`config.mk`:
```
export PLATFORM = sky130hd
export DESIGN_NAME = uart_tx_ctrl_flat
export DESIGN_NICKNAME = d
export VERILOG_FILES = /design/src/rtl/uart_tx_ctrl_if.sv /design/src/rtl/uart_tx_ctrl.sv /design/src/flat_wrapper.sv
export SDC_FILE = /design/constraint.sdc
export NUM_CORES = 1
export LEC_CHECK = 0
export CAP_MARGIN = 20
export CORE_MARGIN = 8
export CORE_UTILIZATION = 45
export DETAILED_ROUTE_END_ITERATION = 12
export GPL_TIMING_DRIVEN = 0
export PLACE_DENSITY = 0.78
export SYNTH_ARGS = -nofsm -noshare
export SYNTH_HDL_FRONTEND = slang
export SYNTH_SLANG_ARGS = --single-unit
```
`constraint.sdc`:
```
create_clock -name wclk -period 1.7 [get_ports wclk]
set_input_delay 0.255 -clock wclk [delete_from_list [all_inputs] [get_ports wclk]]
set_output_delay 0.255 -clock wclk [all_outputs]
set_load 0.005 [all_outputs]
```
`src/rtl/uart_tx_ctrl_if.sv`:
```
// TX FIFO read port as seen by the UART transmit sequencer.
//  fifo_empty  FIFO empty flag
//  fifo_data   first-word-fall-through head word, valid while fifo_empty=0
//  fifo_rd     pop strobe, one cycle per byte
// master: the sequencer that pops; slave: the FIFO that supplies data.
interface uart_tx_ctrl_if #(
  parameter int DATA_WIDTH = 8
);
  logic                  fifo_empty;
  logic [DATA_WIDTH-1:0] fifo_data;
  logic                  fifo_rd;

  modport master (
    input  fifo_empty,
    input  fifo_data,
    output fifo_rd
  );

  modport slave (
    output fifo_empty,
    output fifo_data,
    input  fifo_rd
  );
endinterface

```
`src/rtl/uart_tx_ctrl.sv`:
```
// UART transmit sequencer. Pops bytes from the FWFT TX FIFO and serialises
// them onto txd: start bit, 5..8 data bits LSB first, optional parity,
// 1 or 2 stop bits. Bit timing is OVS baud_tick pulses per bit.
//  wclk        system clock (shared with the TX FIFO)
//  rst_n       asynchronous active-low reset
//  baud_tick   1-cycle strobe at OVS x baud rate
//  tx_en       allow new frames to start
//  data_len    00=5, 01=6, 10=7, 11=8 data bits
//  parity_en   append parity bit; parity_odd selects odd parity
//  stop2       two stop bits
//  brk         force txd low (sequencer keeps running)
//  fifo        TX FIFO read port (empty / head data / pop strobe)
//  txd         registered serial output, idle high
//  tx_busy     high in any state other than IDLE
//  tx_done     1-cycle pulse at the end of the last stop bit
module uart_tx_ctrl #(
  parameter int DATA_WIDTH = 8,
  parameter int OVS        = 16
) (
  input  logic                  wclk,
  input  logic                  rst_n,
  input  logic                  baud_tick,
  input  logic                  tx_en,
  input  logic [1:0]            data_len,
  input  logic                  parity_en,
  input  logic                  parity_odd,
  input  logic                  stop2,
  input  logic                  brk,
  uart_tx_ctrl_if.master        fifo,
  output logic                  txd,
  output logic                  tx_busy,
  output logic                  tx_done
);

  localparam int TW = (OVS > 1) ? $clog2(OVS) : 1;
  localparam logic [TW-1:0] TICK_LAST = TW'(OVS - 1);

  typedef enum logic [2:0] {
    S_IDLE,
    S_START,
    S_DATA,
    S_PARITY,
    S_STOP1,
    S_STOP2
  } state_t;

  state_t                state_q, state_d;
  logic [TW-1:0]         tick_cnt;
  logic [2:0]            bit_cnt;
  logic [DATA_WIDTH-1:0] shreg;
  logic                  par_acc;
  logic [1:0]            len_l;
  logic                  par_en_l;
  logic                  par_odd_l;
  logic                  stop2_l;

  logic                  bit_end;
  logic                  can_pop;
  logic                  frame_end;
  logic                  load;
  logic                  line;
  logic [2:0]            last_bit;

  assign bit_end  = baud_tick && (tick_cnt == TICK_LAST);
  assign can_pop  = tx_en && !fifo.fifo_empty;
  assign last_bit = {1'b0, len_l} + 3'd4;
  assign tx_busy  = (state_q != S_IDLE);

  always_comb begin
    state_d   = state_q;
    load      = 1'b0;
    frame_end = 1'b0;
    line      = 1'b1;
    case (state_q)
      S_IDLE: begin
        if (can_pop && baud_tick) begin
          load    = 1'b1;
          state_d = S_START;
        end
      end
      S_START: begin
        line = 1'b0;
        if (bit_end) state_d = S_DATA;
      end
      S_DATA: begin
        line = shreg[0];
        if (bit_end && (bit_cnt == last_bit))
          state_d = par_en_l ? S_PARITY : S_STOP1;
      end
      S_PARITY: begin
        line = par_acc ^ par_odd_l;
        if (bit_end) state_d = S_STOP1;
      end
      S_STOP1: begin
        if (bit_end) begin
          if (stop2_l) state_d = S_STOP2;
          else         frame_end = 1'b1;
        end
      end
      S_STOP2: begin
        if (bit_end) frame_end = 1'b1;
      end
      default: state_d = S_IDLE;
    endcase

    // Back-to-back frames: pop at the final stop-bit edge and relaunch
    // without passing through IDLE.
    if (frame_end) begin
      if (can_pop) begin
        load    = 1'b1;
        state_d = S_START;
      end else begin
        state_d = S_IDLE;
      end
    end
  end

  // State is IDLE while reset is held, so gating with rst_n keeps the pop
  // strobe quiet during reset even if the FIFO has data and a tick arrives.
  assign fifo.fifo_rd = load && rst_n;
  assign tx_done      = frame_end;

  always_ff @(posedge wclk or negedge rst_n) begin
    if (!rst_n) state_q <= S_IDLE;
    else        state_q <= state_d;
  end

  always_ff @(posedge wclk or negedge rst_n) begin
    if (!rst_n) begin
      txd       <= 1'b1;
      tick_cnt  <= '0;
      bit_cnt   <= '0;
      shreg     <= '0;
      par_acc   <= 1'b0;
      len_l     <= '0;
      par_en_l  <= 1'b0;
      par_odd_l <= 1'b0;
      stop2_l   <= 1'b0;
    end else begin
      txd <= brk ? 1'b0 : line;
      if (load) begin
        shreg     <= fifo.fifo_data;
        len_l     <= data_len;
        par_en_l  <= parity_en;
        par_odd_l <= parity_odd;
        stop2_l   <= stop2;
        tick_cnt  <= '0;
        bit_cnt   <= '0;
        par_acc   <= 1'b0;
      end else if ((state_q != S_IDLE) && baud_tick) begin
        if (bit_end) begin
          tick_cnt <= '0;
          if (state_q == S_START) bit_cnt <= '0;
          if (state_q == S_DATA) begin
            // Parity accumulates only the bits actually shifted out.
            shreg   <= shreg >> 1;
            bit_cnt <= bit_cnt + 3'd1;
            par_acc <= par_acc ^ shreg[0];
          end
        end else begin
          tick_cnt <= tick_cnt + TW'(1);
        end
      end
    end
  end

endmodule
```
`src/flat_wrapper.sv`:
```
// flat-port wrapper written by rule: the top's interface ports become plain ports
module uart_tx_ctrl_flat 
#(
  parameter int DATA_WIDTH = 8,
  parameter int OVS        = 16
)
  (wclk, rst_n, baud_tick, tx_en, data_len, parity_en, parity_odd, stop2, brk, txd, tx_busy, tx_done, fifo_fifo_empty, fifo_fifo_data, fifo_fifo_rd);
  uart_tx_ctrl_if #(.DATA_WIDTH(DATA_WIDTH)) fifo_i ();
  input  logic wclk;
  input  logic rst_n;
  input  logic baud_tick;
  input  logic tx_en;
  input  logic [1:0] data_len;
  input  logic parity_en;
  input  logic parity_odd;
  input  logic stop2;
  input  logic brk;
  output logic txd;
  output logic tx_busy;
  output logic tx_done;
  input wire logic [$bits(fifo_i.fifo_empty)-1:0] fifo_fifo_empty;
  input wire logic [$bits(fifo_i.fifo_data)-1:0] fifo_fifo_data;
  output wire logic [$bits(fifo_i.fifo_rd)-1:0] fifo_fifo_rd;
  assign fifo_i.fifo_empty = fifo_fifo_empty;
  assign fifo_i.fifo_data = fifo_fifo_data;
  assign fifo_fifo_rd = fifo_i.fifo_rd;
  uart_tx_ctrl #(.DATA_WIDTH(DATA_WIDTH), .OVS(OVS)) u_core (.wclk(wclk), .rst_n(rst_n), .baud_tick(baud_tick), .tx_en(tx_en), .data_len(data_len), .parity_en(parity_en), .parity_odd(parity_odd), .stop2(stop2), .brk(brk), .fifo(fifo_i), .txd(txd), .tx_busy(tx_busy), .tx_done(tx_done));
endmodule
```
==> flow_summary.ini, run 1 <==
[logic_synthesis]
synth_most_common_cell = dfrtp_1
synthXorXnorAreaFrac_pct = 3.07
syn_inst = 131
synth-compound-area-share_pct = 15.2
syn-cell-area_um2 = 1430
synth_async_sr_flop_share_pct = 100
dominantRegCellSynth = dfrtp_1
synth-edff-count = 0
ys_types = 43
ys_seq_area_share_pct = 44.0
syn-num-nets = 152
synth_area_per_cell_um2 = 10.9
synth_top_family_by_area = simple AND/OR/NAND/NOR gates
synth_mux_area_share_pct = 15.4
ys_seq_elements = 25
synthSimpleGateAreaFrac_pct = 16.0
synth_area_leaders = dfrtp_1 (42%), mux2_2 (8.7%), mux2_4 (5.3%)
netlist.area_leader.share_pct = 42.1
synthTopCellsByCount = dfrtp_1 (24), mux2_2 (11), nand3_1 (7)
yosysTopAreaCell = dfrtp_1
ys.warnings.count = 0
yosys.area_share.adder_pct = 1.76

[clock_network]
cts_tree = yes
cts_sinks = 25
cts-root-buf = clkbuf_4
cts_buffers = 3
clockBufferDepth = 2
clock_latency_ns = 0.32
clk_pin_slew_ns = 0.14
htree_levels = 1

[min_path]
hp-class = input port to flop
holdPathStages = 3

[global_route]
grt_first_pass_wirelength_um = 5350
antenna_found_initial = 0
grt_pass1_vias = 1157
grt_max_degree = 16
grt.overflow.total = 0
grt_use_total_pct = 12.8

[power]
power.density_nw_per_um2 = 1270
ir_drop_v = 0.000586
total_leakage_power_uw = 0.000852
p_total_uw = 2480

[cells_and_area]
design_area_um2 = 1950
n_antenna_cell = 0
drive_gt1_share_pct = 36.1
instances_no_fill = 213
regArea_um2 = 629
nets = 191
fill_cells = 244
finish.utilization_pct = 64.4
syn_to_final_growth_pct = 36.8
multi_input_area_um2 = 827

[critical_path]
cp_top_family = simple AND/OR/NAND/NOR gates
rrSetupSlack_ns = -0.30
crit_path_max_fanout = 2
critPathCapture = fifo_fifo_rd
cp_slowest_stage_delay_ns = 0.39
cp-start-kind = flop
worstSetupPathType = flop to output port
critPathBufInv = 2
cp.required_ns = 1.44
crit_arrival_ns = 1.78
worstSetupStartpoint = u_core.tick_cnt[1]$_DFFE_PN0P_
path_cells = ha_2 -> and4_1 -> buf_6 -> a31oi_4 -> nor3_4 -> and2_1 -> buf_2
crit_slowest_cell = dfrtp_1
worstReg2RegEnd = u_core.state_q[0]$_DFFE_PN0P_
r2r_start = u_core.tick_cnt[1]$_DFFE_PN0P_
reg2regPathDepth = 9
cp.depth = 7
end_kind = output port

[drt]
postRouteAntennaNets = 0
routedWlPerCell_um = 16.2
routed_wl_um = 3450
routed_via_density = 5.57
drtPass1Iterations = 4
vias = 1187
drtIter0Drc = 85
drcViolationCount = 0

[timing]
finalSetupViolations = 20
finalSetupTns_ns = -4.18
clock_skew_ns = 0.00217
drv_slew = 0
min_period_ns = 2.03
fin_ws_ns = -0.334
rsz0062_at_grt = true
relSlewSlack_pct = 61.7
fmax_mhz = 492
tightest_slew_ns = 0.573
post-route-period-util_pct = 120
finalHoldViolCount = 0

[die]
start_util_pct = 47.1
dieWidth_um = 72.3
coreArea_um2 = 3030
die_y_um = 72.3
rows = 20
dieArea_um2 = 5220
io_pins = 23

[run]
max_cap_viol_count = 0

[status]
outcome = finished, violations left
violations = setup timing

[placed_design]
dp.final_hpwl_um = 2340
placed_area_um2 = 1720
dpl.cell_count = 197
place_congestion = 0.892
port_buffers = 21
[flip-flops by register name, summed over array words and instances, names as in the netlist]
register,count
u_core.len_l,2
u_core.tick_cnt,4
u_core.par_odd_l,1
u_core.stop2_l,1
u_core.state_q,3
u_core.shreg,8
u_core.txd,1
u_core.bit_cnt,3
u_core.par_acc,1
u_core.par_en_l,1
[cells by family after synthesis]
group / Yosys count
xor+xnor: 5
flops: 25
simple gates: 41
fa+ha+maj: 2
mux: 18
compound gates: 27
buf+inv: 13
[per-layer routing]
layer	up-vias	share of wire [%]	global-route usage, %
met2	36	49	21.5
met3	6	5.2	2.34
li1	563	-	-
met1	582	44	15.3
met4	0	1.5	6.12
met5	-	0	0
[where the power goes]
part	leakage [uW]	total [uW]	internal [uW]	switching, uW
combinational	0.000524	1210	678	527
sequential	0.000310	1000	829	172
clock	0.0000177	271	88.1	183
[area by class of cell]
cell class / count / area share [%]
Clock inverter: 1 / 0.257
Tap cell: 44 / 2.82
Clock buffer: 3 / 1.16
Buffer: 6 / 2.37
Multi-Input combinational cell: 93 / 42.4
Inverter: 4 / 0.770
Timing Repair Buffer: 37 / 17.9
Sequential cell: 25 / 32.3
[worst min-delay path by stage]
stage | from | slack [ns] | end
3_5_place_dp | u_core.par_en_l$_DFFE_PN0P_ | 0.50 | u_core.par_en_l$_DFFE_PN0P_
2_1_floorplan | rst_n | -0.04 | u_core.bit_cnt[0]$_DFFE_PN0P_
4_1_cts | baud_tick | 0.24 | u_core.tick_cnt[1]$_DFFE_PN0P_
5_1_grt | baud_tick | 0.25 | u_core.tick_cnt[1]$_DFFE_PN0P_
3_3_place_gp | u_core.par_en_l$_DFFE_PN0P_ | 0.50 | u_core.par_en_l$_DFFE_PN0P_
6_report | baud_tick | 0.25 | u_core.tick_cnt[1]$_DFFE_PN0P_
[stage by stage]
step	setup WS, ns	hold slack, ns
4_1_cts	-0.319	0.238
2_1_floorplan	-0.110	-0.0406
5_1_grt	-0.399	0.252
6_report	-0.334	0.247
3_5_place_dp	-0.621	0.498
3_3_place_gp	-0.833	0.498
[layout by cell type (no fill, tap or decap), drive strengths merged, types with 3 or more instances in the layout]
| master | Yosys | final |
|---|---|---|
| nand4 | 3 | 3 |
| nor2 | 6 | 6 |
| or3 | 3 | 3 |
| a21oi | 4 | 4 |
| and2 | 3 | 3 |
| clkbuf | 4 | 5 |
| nand2b | 6 | 6 |
| mux2 | 16 | 16 |
| nand3 | 7 | 7 |
| buf | 5 | 22 |
| xnor2 | 3 | 3 |
| o21ai | 5 | 5 |
| dfrtp | 24 | 24 |
| nand2 | 6 | 6 |
| clkdlybuf4s50 | 0 | 18 |
| inv | 4 | 4 |
[timing repair]
action | in CTS | in global routing
resized for setup | 14 | 20
setup endpoints to repair | 20 | 22
buffers inserted | 11 | 5
pin swaps | 7 | 10
hold buffers | 0 | 0
[worst reg2reg max path, cell delays in order, from the launching register on]
cell	delay (ns)
dfrtp_1	0.41
ha_2	0.19
and4_1	0.16
buf_6	0.12
buf_4	0.12
buf_6	0.12
buf_8	0.13
a2111oi_1	0.43
a21o_1	0.14
a222oi_1	0.06
No activity file was read; power rests on OpenSTA's default activity.
==> run 2: changes to the inputs <==
CORE_UTILIZATION = 47   (was 45)
PLACE_DENSITY = 0.8   (was 0.78)
==> run 2 against run 1 <==
Against the previous run:
- the flow still finishes with violations (setup timing)
- setup slack better by 0.072 ns
- non-clock buffer count stayed put
- fmax is 3.7% higher
- clock skew is 0.0091 ns higher
- sequential power hardly changed
- final area is 3.9% lower
- final cell count is 5.2% lower
- critical path depth is 1 lower
- wire length is 7.5% lower
- hold slack worse by 0.19 ns
- critical endpoint unchanged
- largest power group unchanged
- highest routed layer unchanged
==> flow_summary.ini, run 2 (synthesis results as in run 1) <==
[timing]
relSlewSlack_pct = 72.4
clock_skew_ns = 0.0112
finalSetupTns_ns = -2.52
finalSetupViolations = 17
min_period_ns = 1.96
rsz0062_at_grt = true
finalHoldViolCount = 0
fmax_mhz = 510
timing.hold.ws_ns = 0.0535
drv_slew = 0
fin_ws_ns = -0.263
post-route-period-util_pct = 115
tightest_slew_ns = 0.403

[placed_design]
dp.final_hpwl_um = 2230
port_buffers = 21
dpl.cell_count = 185
place_congestion = 0.871

[cells_and_area]
largest-register = u_core.shreg
largest_reg_flops = 8
instances_no_fill = 202
drive_gt1_share_pct = 33.7
layout_commonest_cell = dfrtp_1
n_antenna_cell = 0
reg.largest.list = u_core.shreg (8), u_core.tick_cnt (4)
syn_to_final_growth_pct = 31.4
final_cell_mix = dfrtp_1 (22), clkdlybuf4s50_1 (17), buf_4 (15)
nets = 191

[drt]
drcViolationCount = 0
routed_via_density = 5.75
routed_wl_um = 3190
routedWlPerCell_um = 15.8
vias = 1162
drtPass1Iterations = 4
postRouteAntennaNets = 0
drtIter0Drc = 105

[clock_network]
cts_buffers = 3
clockBufferDepth = 2
cts_tree = yes
htree_levels = 1
cts-root-buf = clkbuf_4
clk_pin_slew_ns = 0.15
cts_sinks = 25
clock_latency_ns = 0.33

[critical_path]
crit_path_max_fanout = 2
cp.required_ns = 1.44
crit_arrival_ns = 1.71
worstSetupPathType = flop to output port
cp-start-kind = flop
end_kind = output port
rrSetupSlack_ns = -0.21

[global_route]
grt_pass1_vias = 1158
grt.overflow.total = 0
grt_max_degree = 27
grt_use_total_pct = 13.2
grt_first_pass_wirelength_um = 5350
antenna_found_initial = 0

[status]
violations = setup timing
outcome = finished, violations left

[die]
rows = 20
io_pins = 23
dieWidth_um = 71.1
die_y_um = 71.1
coreArea_um2 = 2980
start_util_pct = 47.9
dieArea_um2 = 5050

[power]
total_leakage_power_uw = 0.000836
power.density_nw_per_um2 = 1280
ir_drop_v = 0.000552

[min_path]
hp-class = input port to async pin

[run]
max_cap_viol_count = 0
## run 2: final timing paths
path,startpoint,end,cells after the start
max in group asynchronous,rst_n,u_core.state_q[0]$_DFFE_PN0P_,2
min in group wclk,baud_tick,u_core.tick_cnt[1]$_DFFE_PN0P_,3
hold / removal,rst_n,u_core.len_l[0]$_DFFE_PN0P_,2
setup reg to reg,u_core.tick_cnt[0]$_DFFE_PN0P_,u_core.shreg[5]$_DFFE_PN0P_,7
setup / recovery,u_core.tick_cnt[0]$_DFFE_PN0P_,fifo_fifo_rd,6
hold reg to reg,u_core.par_en_l$_DFFE_PN0P_,u_core.par_en_l$_DFFE_PN0P_,1
## run 2: per-stage QoR
step | area [um^2] | setup slack [ns] | power (uW) | utilization (%)
floorplan | 1440 | -0.110 | 1680 | -
global placement | 1690 | -0.821 | 1900 | 56.9
detailed placement | 1690 | -0.868 | 1940 | 56.9
CTS | 1820 | -0.270 | 2360 | 61.1
global route | 1870 | -0.328 | 2570 | 62.9
finish | 1870 | -0.263 | 2400 | 62.9
## run 2: report_power, final
group	internal (uW)	switching (uW)	total, uW
Clock	90.0	191	281
Sequential	829	151	980
Combinational	645	494	1140
Total	1560	836	2400
## run 2: worst max-delay path, stage by stage, from the launching register on
cell and delay (ns):
dfrtp_1 0.40, ha_2 0.19, and4_4 0.23, a31oi_4 0.11
nor3_4 0.23, and2_1 0.14, buf_2 0.10
## run 2: layout make-up
class / instances / area (um^2)
fill: 245 / 1100
multi-input combinational: 93 / 772
sequential: 25 / 629
timing repair buffer: 37 / 343
buffer: 6 / 42.5
tap: 33 / 41.3
clock buffer: 3 / 22.5
inverter: 4 / 15.0
clock inverter: 1 / 7.51
## run 2: layer usage
metal	wire (um)	track usage, %	part of all wire [%]	vias to the layer above
met2	1610	20.8	50	32
met4	32	5.08	1.0	0
met1	1380	17.2	43	566
met3	176	2.54	5.5	4
met5	0	0	0	-
li1	-	-	-	560
## run 2: timing repair
item                       CTS  global route
setup buffers               13             2
hold endpoints to repair     0             6
hold buffers                 0             1
gates resized for setup     20             2
setup endpoints to repair   21            20
pin swaps                    6             5
==> run 3: changes to the inputs <==
CORE_UTILIZATION = 50   (was 47)
PLACE_DENSITY = 0.81   (was 0.8)
clock period = 2 ns   (was 1.7 ns; I/O delays follow)
==> run 3 against run 2 <==
Against the previous run:
- the flow still finishes with violations (setup timing)
- sequential share of layout area rose by 1.1 points
- flip-flop and latch count did not move
- sequential power fell by 13%
- critical path type is now flop to flop
- largest cell class unchanged
- largest power group unchanged
- highest routed layer unchanged
==> flow_summary.ini, run 3 (synthesis results as in run 1) <==
[cells_and_area]
final_cell_mix = dfrtp_1 (22), clkdlybuf4s50_1 (18), mux2_2 (11)
n_antenna_cell = 0
nets = 187
largest_reg_flops = 8
syn_to_final_growth_pct = 27.4
drive_gt1_share_pct = 30.9
reg.largest.list = u_core.shreg (8), u_core.tick_cnt (4)
largest-register = u_core.shreg
layout_commonest_cell = dfrtp_1

[power]
p_total_uw = 1990
p_switching_uw = 695
power_frac_comb_pct = 46.2
switching_share_pct = 34.8
total_leakage_power_uw = 0.000808
seqPwrFrac_pct = 42.7
power.density_nw_per_um2 = 1100
p_int_uw = 1300
clock_power_share_pct = 11.1
ir_drop_v = 0.000857

[die]
rows = 19
dieArea_um2 = 4810
coreArea_um2 = 2730
io_pins = 23
die_y_um = 69.4
dieWidth_um = 69.4
start_util_pct = 52.1

[clock_network]
cts_sinks = 25
cts-root-buf = clkbuf_4
clk_pin_slew_ns = 0.13
cts_tree = yes
htree_levels = 1
clockBufferDepth = 2
clock_latency_ns = 0.32
cts_buffers = 3

[global_route]
grt.met1_usage_pct = 16.2
grt_max_degree = 27
grt_use_met3_pct = 3.00
grt.overflow.total = 0
antenna_found_initial = 0
grt_pass1_vias = 1155
grt_first_pass_wirelength_um = 5340
grt_use_total_pct = 13.3
busiest_layer = met2
grtUsageMet2_pct = 22.2

[critical_path]
end_kind = flop
worstSetupStartpoint = u_core.tick_cnt[1]$_DFFE_PN0P_
critPathCapture = u_core.shreg[2]$_DFFE_PN0P_
cp.required_ns = 2.22
cp-start-kind = flop
worstReg2RegEnd = u_core.shreg[2]$_DFFE_PN0P_
rrSetupSlack_ns = -0.10
crit_arrival_ns = 2.32
worstSetupPathType = flop to flop
r2r_start = u_core.tick_cnt[1]$_DFFE_PN0P_
reg2regPathDepth = 8
crit_path_max_fanout = 8

[timing]
fin_ws_ns = -0.101
rsz0062_at_grt = true
min_period_ns = 2.10
relSlewSlack_pct = 62.5
fmax_mhz = 476
post-route-period-util_pct = 105
finalSetupViolations = 10
drv_slew = 0
tightest_slew_ns = 0.558
timing.hold.ws_ns = 0.0567
finalHoldViolCount = 0
clock_skew_ns = 0.00292

[placed_design]
preCtsSetupSlack_ns = -0.650
dp.final_hpwl_um = 2400
place_congestion = 0.866
port_buffers = 21

[run]
max_cap_viol_count = 0

[drt]
drcViolationCount = 0
vias = 1144
routed_via_density = 5.84
drtIter0Drc = 55
routedWlPerCell_um = 16.7
routed_wl_um = 3280
postRouteAntennaNets = 0
drtPass1Iterations = 4

[min_path]
hp-class = input port to async pin

[status]
outcome = finished, violations left
violations = setup timing
run 3: cell count changes in the layout (fill, tap and decap cells not counted), sizes merged:
cell           delta
buf               -4
clkdlybuf4s15     -1
clkinv            +1
clkinvlp          -1
dlygate4sd3       -1
clkbuf            +1
clkdlybuf4s50     +1
run 3: layout make-up:
cell class              count  area [um^2]
plain buffers               6         42.5
well taps                  31         38.8
clock inverters             1         5.00
inverters                   4         15.0
flip-flops and latches     25          629
fillers                   213          918
clock buffers               3         22.5
multi-input cells          93          758
repair buffers             33          304
run 3: repair_timing:
action,CTS,global route
setup buffers,8,3
cloned,0,0
pin swaps,3,8
gates resized for setup,13,8
setup endpoints to repair,13,11
hold buffers,0,0
run 3: per-layer routing:
layer / up-vias / part of all wire [%]
met4: 0 / 1.3
li1: 553 / -
met1: 552 / 43
met5: - / 0
met2: 34 / 49
met3: 5 / 6.2
run 3: worst min-delay path by stage:
stage                                         startpoint                             end  slack (ns)  cells after the start
after detailed placement  u_core.tick_cnt[0]$_DFFE_PN0P_  u_core.tick_cnt[0]$_DFFE_PN0P_        0.51                      1
after floorplan                                    rst_n   u_core.bit_cnt[0]$_DFFE_PN0P_       0.004                      0
after CTS                                      baud_tick  u_core.tick_cnt[1]$_DFFE_PN0P_        0.29                      3
after global placement       u_core.par_en_l$_DFFE_PN0P_     u_core.par_en_l$_DFFE_PN0P_        0.50                      1
final                                              rst_n   u_core.state_q[0]$_DFFE_PN0P_        0.06                      1
after global routing                               rst_n     u_core.shreg[2]$_DFFE_PN0P_        0.09                      1
run 3: critical path, cell delays in order, from the launching register on:
cell and delay [ns]:
dfrtp_1 0.40, ha_2 0.19, and4_1 0.19, buf_6 0.11
a31oi_4 0.08, buf_4 0.15, buf_6 0.10, or3_4 0.46
mux2_4 0.32
run 3: power groups by stage:
stage / Clock [uW] / Sequential, uW / Combinational [uW]
after floorplan: 0 / 813 / 604
after global placement: 0 / 844 / 770
after detailed placement: 0 / 864 / 799
after CTS: 230 / 848 / 884
after global routing: 250 / 869 / 999
final: 222 / 851 / 920
run 3: stage by stage:
stage | std cells | TNS (ns) | util (%) | area (um^2)
final | 196 | -0.715 | 66.4 | 1820
after global routing | 196 | -1.33 | 66.4 | 1820
after CTS | 193 | -0.333 | 65.2 | 1780
after detailed placement | 183 | -1.06 | 61.2 | 1670
after global placement | 183 | -1.01 | 61.2 | 1670
after floorplan | 131 | 0 | - | 1430
